## src/rtl/if_ctrl.sv

```systemverilog
// rtl/if_ctrl.sv - instruction fetch controller feeding a one-entry decode slot
// Optional 1-entry skid buffer for 1 instr/cycle throughput: define FETCH_SKID_EN.
module if_ctrl #(
  parameter logic [31:0] RESET_PC = 32'h0000_0000
) (
  input  logic        clk,
  input  logic        rst,
  input  logic        branch_flag_i,
  input  logic [31:0] branch_addr_i,
  input  logic        stall_i,
  output logic        mem_req_o,
  output logic [31:0] mem_addr_o,
  input  logic        mem_ready_i,
  input  logic [31:0] mem_data_i,
  output logic        inst_valid_o,
  output logic [31:0] inst_o,
  output logic [31:0] pc_o,
  output logic [31:0] fetch_cnt_o
);

  typedef enum logic [1:0] {IDLE, REQ, WAIT, DROP} state_e;

  state_e      state_q, state_d;
  logic [31:0] fetch_pc_q, fetch_pc_d;
  logic [31:0] addr_q, addr_d;
  logic [31:0] inst_q, inst_d;
  logic [31:0] pc_q, pc_d;
  logic [31:0] cnt_q, cnt_d;
  logic        valid_q, valid_d;
  logic        consume;
  logic        ready;
  logic        unused_baddr_lsb;

`ifdef FETCH_SKID_EN
  logic        skid_v_q, skid_v_d;
  logic [31:0] skid_inst_q, skid_inst_d;
  logic [31:0] skid_pc_q, skid_pc_d;
`endif

  assign mem_req_o        = (state_q == REQ) || (state_q == DROP);
  assign ready            = mem_req_o && mem_ready_i;
  assign consume          = valid_q && !stall_i && !branch_flag_i;
  assign unused_baddr_lsb = ^branch_addr_i[1:0];

  always_comb begin
    state_d    = state_q;
    fetch_pc_d = fetch_pc_q;
    inst_d     = inst_q;
    pc_d       = pc_q;
    valid_d    = valid_q;
    cnt_d      = cnt_q;
`ifdef FETCH_SKID_EN
    skid_v_d    = skid_v_q;
    skid_inst_d = skid_inst_q;
    skid_pc_d   = skid_pc_q;
`endif

    if (consume) begin
      cnt_d   = cnt_q + 32'd1;
      valid_d = 1'b0;
    end
`ifdef FETCH_SKID_EN
    if (consume && skid_v_q) begin
      valid_d  = 1'b1;
      inst_d   = skid_inst_q;
      pc_d     = skid_pc_q;
      skid_v_d = 1'b0;
    end
`endif

    case (state_q)
      IDLE: state_d = REQ;
      REQ: begin
        if (ready) begin
          fetch_pc_d = fetch_pc_q + 32'd4;
`ifdef FETCH_SKID_EN
          // valid_d is already low when the slot was empty or is being consumed
          if (!valid_d) begin
            valid_d = 1'b1;
            inst_d  = mem_data_i;
            pc_d    = fetch_pc_q;
          end else begin
            skid_v_d    = 1'b1;
            skid_inst_d = mem_data_i;
            skid_pc_d   = fetch_pc_q;
          end
          state_d = skid_v_d ? WAIT : REQ;
`else
          valid_d = 1'b1;
          inst_d  = mem_data_i;
          pc_d    = fetch_pc_q;
          state_d = WAIT;
`endif
        end
      end
      WAIT: begin
`ifdef FETCH_SKID_EN
        if (!skid_v_d) state_d = REQ;
`else
        if (consume) state_d = REQ;
`endif
      end
      DROP: if (ready) state_d = REQ;
      default: state_d = IDLE;
    endcase

    if (branch_flag_i) begin
      valid_d    = 1'b0;
`ifdef FETCH_SKID_EN
      skid_v_d   = 1'b0;
`endif
      fetch_pc_d = {branch_addr_i[31:2], 2'b00};
      state_d    = (mem_req_o && !mem_ready_i) ? DROP : REQ;
    end

    // an outstanding request in DROP keeps its original address until ready
    addr_d = (state_d == DROP) ? addr_q : fetch_pc_d;
  end

  always_ff @(posedge clk) begin
    if (rst) begin
      state_q    <= IDLE;
      fetch_pc_q <= RESET_PC;
      addr_q     <= 32'h0;
      inst_q     <= 32'h0;
      pc_q       <= 32'h0;
      valid_q    <= 1'b0;
      cnt_q      <= 32'h0;
    end else begin
      state_q    <= state_d;
      fetch_pc_q <= fetch_pc_d;
      addr_q     <= addr_d;
      inst_q     <= inst_d;
      pc_q       <= pc_d;
      valid_q    <= valid_d;
      cnt_q      <= cnt_d;
    end
  end

`ifdef FETCH_SKID_EN
  always_ff @(posedge clk) begin
    if (rst) begin
      skid_v_q    <= 1'b0;
      skid_inst_q <= 32'h0;
      skid_pc_q   <= 32'h0;
    end else begin
      skid_v_q    <= skid_v_d;
      skid_inst_q <= skid_inst_d;
      skid_pc_q   <= skid_pc_d;
    end
  end
`endif

  assign mem_addr_o   = addr_q;
  assign inst_valid_o = valid_q;
  assign inst_o       = inst_q;
  assign pc_o         = pc_q;
  assign fetch_cnt_o  = cnt_q;

endmodule
```

## config.mk

```make
export PLATFORM = sky130hd
export DESIGN_NAME = if_ctrl
export DESIGN_NICKNAME = d
export VERILOG_FILES = /design/src/rtl/if_ctrl.sv
export SDC_FILE = /design/constraint.sdc
export NUM_CORES = 1
export LEC_CHECK = 0
export ABC_AREA = 1
export ABC_CLOCK_PERIOD_IN_PS = 1900
export BUFFER_PORTS_ARGS = -buffer_cell sky130_fd_sc_hd__buf_4
export CORE_UTILIZATION = 30
export CTS_BUF_LIST = sky130_fd_sc_hd__clkbuf_8
export CTS_CLUSTER_DIAMETER = 200
export DETAILED_ROUTE_END_ITERATION = 7
export GPL_TIMING_DRIVEN = 0
export HOLD_SLACK_MARGIN = 0.05
export SLEW_MARGIN = 40
export SYNTH_ARGS = -nofsm -noshare
export SYNTH_HDL_FRONTEND = slang
export SYNTH_SLANG_ARGS = --single-unit
```

## constraint.sdc

```tcl
create_clock -name clk -period 1.9 [get_ports clk]
set_clock_uncertainty 0.05 [all_clocks]
set_input_delay 0.38 -clock clk [delete_from_list [all_inputs] [get_ports clk]]
set_output_delay 0.38 -clock clk [all_outputs]
set_load 0.01 [all_outputs]
```

==> metrics.md <==
| Metric | Value |
|---|---|
| Post-Synthesis Cells | 1102 |
| IO buf count | 195 |
| RD Place Congestion | 0.897 |
| Critical path launch point type | flip-flop |
| Antenna Cells | 0 |
| Die area | 25600 um2 |
| Min-delay src | mem_data_i[21] |
| Reg2Reg Setup Slack | 0.07 ns |
| DRC Markers | 0 |
| Initial DRC count | 558 |
| CTS sink cnt | 163 |
| Crit-path cells | inv_2, nand2_1, nor2_4, buf_2, buf_2, o21ai_0, a21oi_1 |
| Post-Synthesis Cell Area | 7480 um2 |
| Row cnt | 57 |
| Nets | 1391 |
| Synthesized Nets | 1173 |
| WP buf/inv | 3 |
| Worst Hold End | inst_o[21]$_SDFFE_PP0P_ |
| Max stage delay on crit path | 0.35 ns |
| Hpwl dp | 19.6 mm |
| Global-route wire length before repair | 38.4 mm |
| Clock Path Buffers | 2 |
| Layout area overhead | 31.2% |
| Largest net degree at the start of global routing | 19 |
| Gr usage total | 19.4% |
| R2r endpoint | pc_o[29]$_SDFFE_PP0P_ |
| Layout cells sized above 1 | 21.9% |
| Via count | 7846 |
| Hold Fails Final Rpt | 0 |
| Worst path slowest cell | dfxtp_1 |
| # IOs | 199 |
| Floorplan core area | 24400 um2 |
| Status | completed |
| Critical path depth in cells | 7 |
| Starting Density | 30.7% |
| Fmax | 0.547 GHz |
| RR Startpoint | state_q[1]$_SDFF_PP0_ |
| Vias in the first global route | 6931 |
| Overflow after GRT | 0 |
| CP Class | reg -> reg |
| Mean post-synth cell area | 6.78 um2 |
| Flops & latches, synth | 163 |
| Period utilization | 96.2% |
| Met3 GRT Util | 3.58% |
| Synth warnings | 0 |
| Avg WL per Cell | 15.1 um |
| Routed Antenna Nets | 0 |
| H-tree levels | 4 |
| Min-Delay Path Class | in -> reg |
| Routed vias/inst | 4.74 |
| CTS root buf | clkbuf_8 |
| Fin Setup TNS | 0 ns |
| Slew margin rel. | 51.3% |
| Crit end category | flip-flop |
| Sequential area share after synthesis | 43.6% |
| GRT busiest layer | met2 |
| Number of max-cap violations | 0 |
| Post-synth top flop | dfxtp_1 |
| Crit path required time | 2.26 ns |
| Yosys cell types | 38 |
| Data arrival time of the worst path | 2.18 ns |
| Crit-path max FO | 10 |
| Clock Latency Late Sink | 0.48 ns |
| Setup violations, final | 0 |
| Reg2reg path depth | 7 |
| Final Critical Period | 1.83 ns |
| WL final | 25.1 mm |
| Static leakage | 4.33 nW |
| Most used cell, CP | buf_2 |
| Num CTS Buffers | 17 |
| Die width | 160 um |
| GRT met1 Usage | 27.3% |
| Fillers | 2617 |
| CTS Hold Buffers Added | 0 |
| TritonCTS clock tree | yes |
| Clk slew on worst S/H paths | 0.11 ns |
| Die H | 160 um |
| Router iterations before antenna repair | 5 |
| Ys async rst share | 0% |
| Cell family with most CP delay | buffers and inverters |
| GR Layer Usage met2 | 29.8% |
| Hold path depth | 3 |
| Worst VDD drop | 0.000357 V |
| PwrDens | 736 nW/um2 |
| Worst Tran Pin Value | 0.730 ns |
| Post-synth EDFFs | 0 |
| Initial antenna violation count | 0 |
| Final Core Density | 40.2% |
| Pins Over Slew Limit | 0 |
-- tightest hold or removal path, stage by stage --
cell and delay (ns):
buf_4 0.10, nand2_1 0.05, a21oi_1 0.05
-- state kept, by name, indices dropped and copies added, names as in the netlist --
signal,flops
fetch_cnt_o,32
fetch_pc_q,32
inst_o,32
inst_valid_o,1
mem_addr_o,32
pc_o,32
state_q,2
-- cells in the final DEF, fill, tap and decap left out, types with 3 or more instances in the layout --
cell	instances
o211ai_1	4
inv_1	105
nand4_1	9
a21oi_1	116
inv_6	4
inv_2	5
clkinv_8	3
clkbuf_1	30
o21bai_1	5
nor2_4	9
nand3b_1	3
dfxtp_1	159
nor2_2	9
o21ai_1	8
nor3_1	21
o21ai_0	48
or2_1	4
xor2_1	3
buf_2	15
nand2_1	311
clkbuf_8	17
nor2_1	116
inv_8	4
buf_4	200
nand2_2	4
nand3_1	88
dfxtp_2	3
-- worst max-delay path by stage --
stage                                      from                           end
floorplan           fetch_cnt_o[0]$_SDFFE_PP0P_  fetch_cnt_o[18]$_SDFFE_PP0P_
global placement                            rst   fetch_cnt_o[0]$_SDFFE_PP0P_
detailed placement                          rst     fetch_pc_q[14]$_SDFF_PP0_
CTS                    fetch_pc_q[3]$_SDFF_PP0_   mem_addr_o[12]$_SDFFE_PP0P_
global route              state_q[1]$_SDFF_PP0_         pc_o[30]$_SDFFE_PP0P_
finish                    state_q[1]$_SDFF_PP0_         pc_o[29]$_SDFFE_PP0P_
-- final cells by class --
class                           instances  area, um2  area share, %
Timing Repair Buffer                  199       1490           15.2
Buffer                                 48        203           2.07
Clock buffer                           17        234           2.38
Multi-Input combinational cell        779       3620           36.9
Sequential cell                       163       3270           33.3
Clock inverter                         15        161           1.64
Tap cell                              324        405           4.13
Inverter                              112        420           4.28
-- logic make-up after synthesis --
kind of cell / share of synthesized area [%]
and+or+nand+nor: 34.2
AOI/OAI and AO/OA: 12.9
DFF: 43.6
buffers and inverters: 8.33
xor gates and xnor gates: 0.586
adders and majority gates: 0.335
-- cells in the mapped netlist (9+ instances only) --
library cell	count	area share, %
clkbuf_1	30	1.5
o21ai_0	48	3.2
a21oi_1	117	7.8
dfxtp_1	163	44
nand4_1	9	0.75
nand2_1	314	16
nand3_1	88	5.9
inv_1	105	5.3
buf_2	15	1.0
nor2_1	119	6.0
nor3_1	21	1.4
-- power by group --
part           leakage, nW  switching, mW  internal [mW]
clock                0.194           1.58          0.990
sequential            1.33          0.120           3.58
combinational         2.81          0.547          0.407
total                 4.33           2.25           4.97
-- metrics by stage --
| step | std cells | power, mW | instance area, um2 | hold WS [ns] | setup WS, ns |
|---|---|---|---|---|---|
| global route | 1657 | 7.55 | 9810 | 0.0633 | -0.0103 |
| global placement | 1621 | 4.71 | 9350 | 0.403 | -0.388 |
| detailed placement | 1621 | 4.72 | 9350 | 0.407 | -0.352 |
| CTS | 1653 | 7.28 | 9740 | 0.0647 | 0.0108 |
| floorplan | 1102 | 4.22 | 7480 | 0.390 | 0.251 |
| finish | 1657 | 7.22 | 9810 | 0.0947 | 0.0721 |
-- layer usage --
metal	part of all wire, %	vias to the layer above
li1	-	3972
met1	48	3581
met2	44	262
met3	5.8	31
met4	2.1	0
met5	0	-
-- repair_timing --
action                     4_1_cts  5_1_grt
setup buffers                    0        4
gates resized for setup          0       16
setup endpoints to repair        0       37
Note: power is estimated with default switching activity, not from simulation.
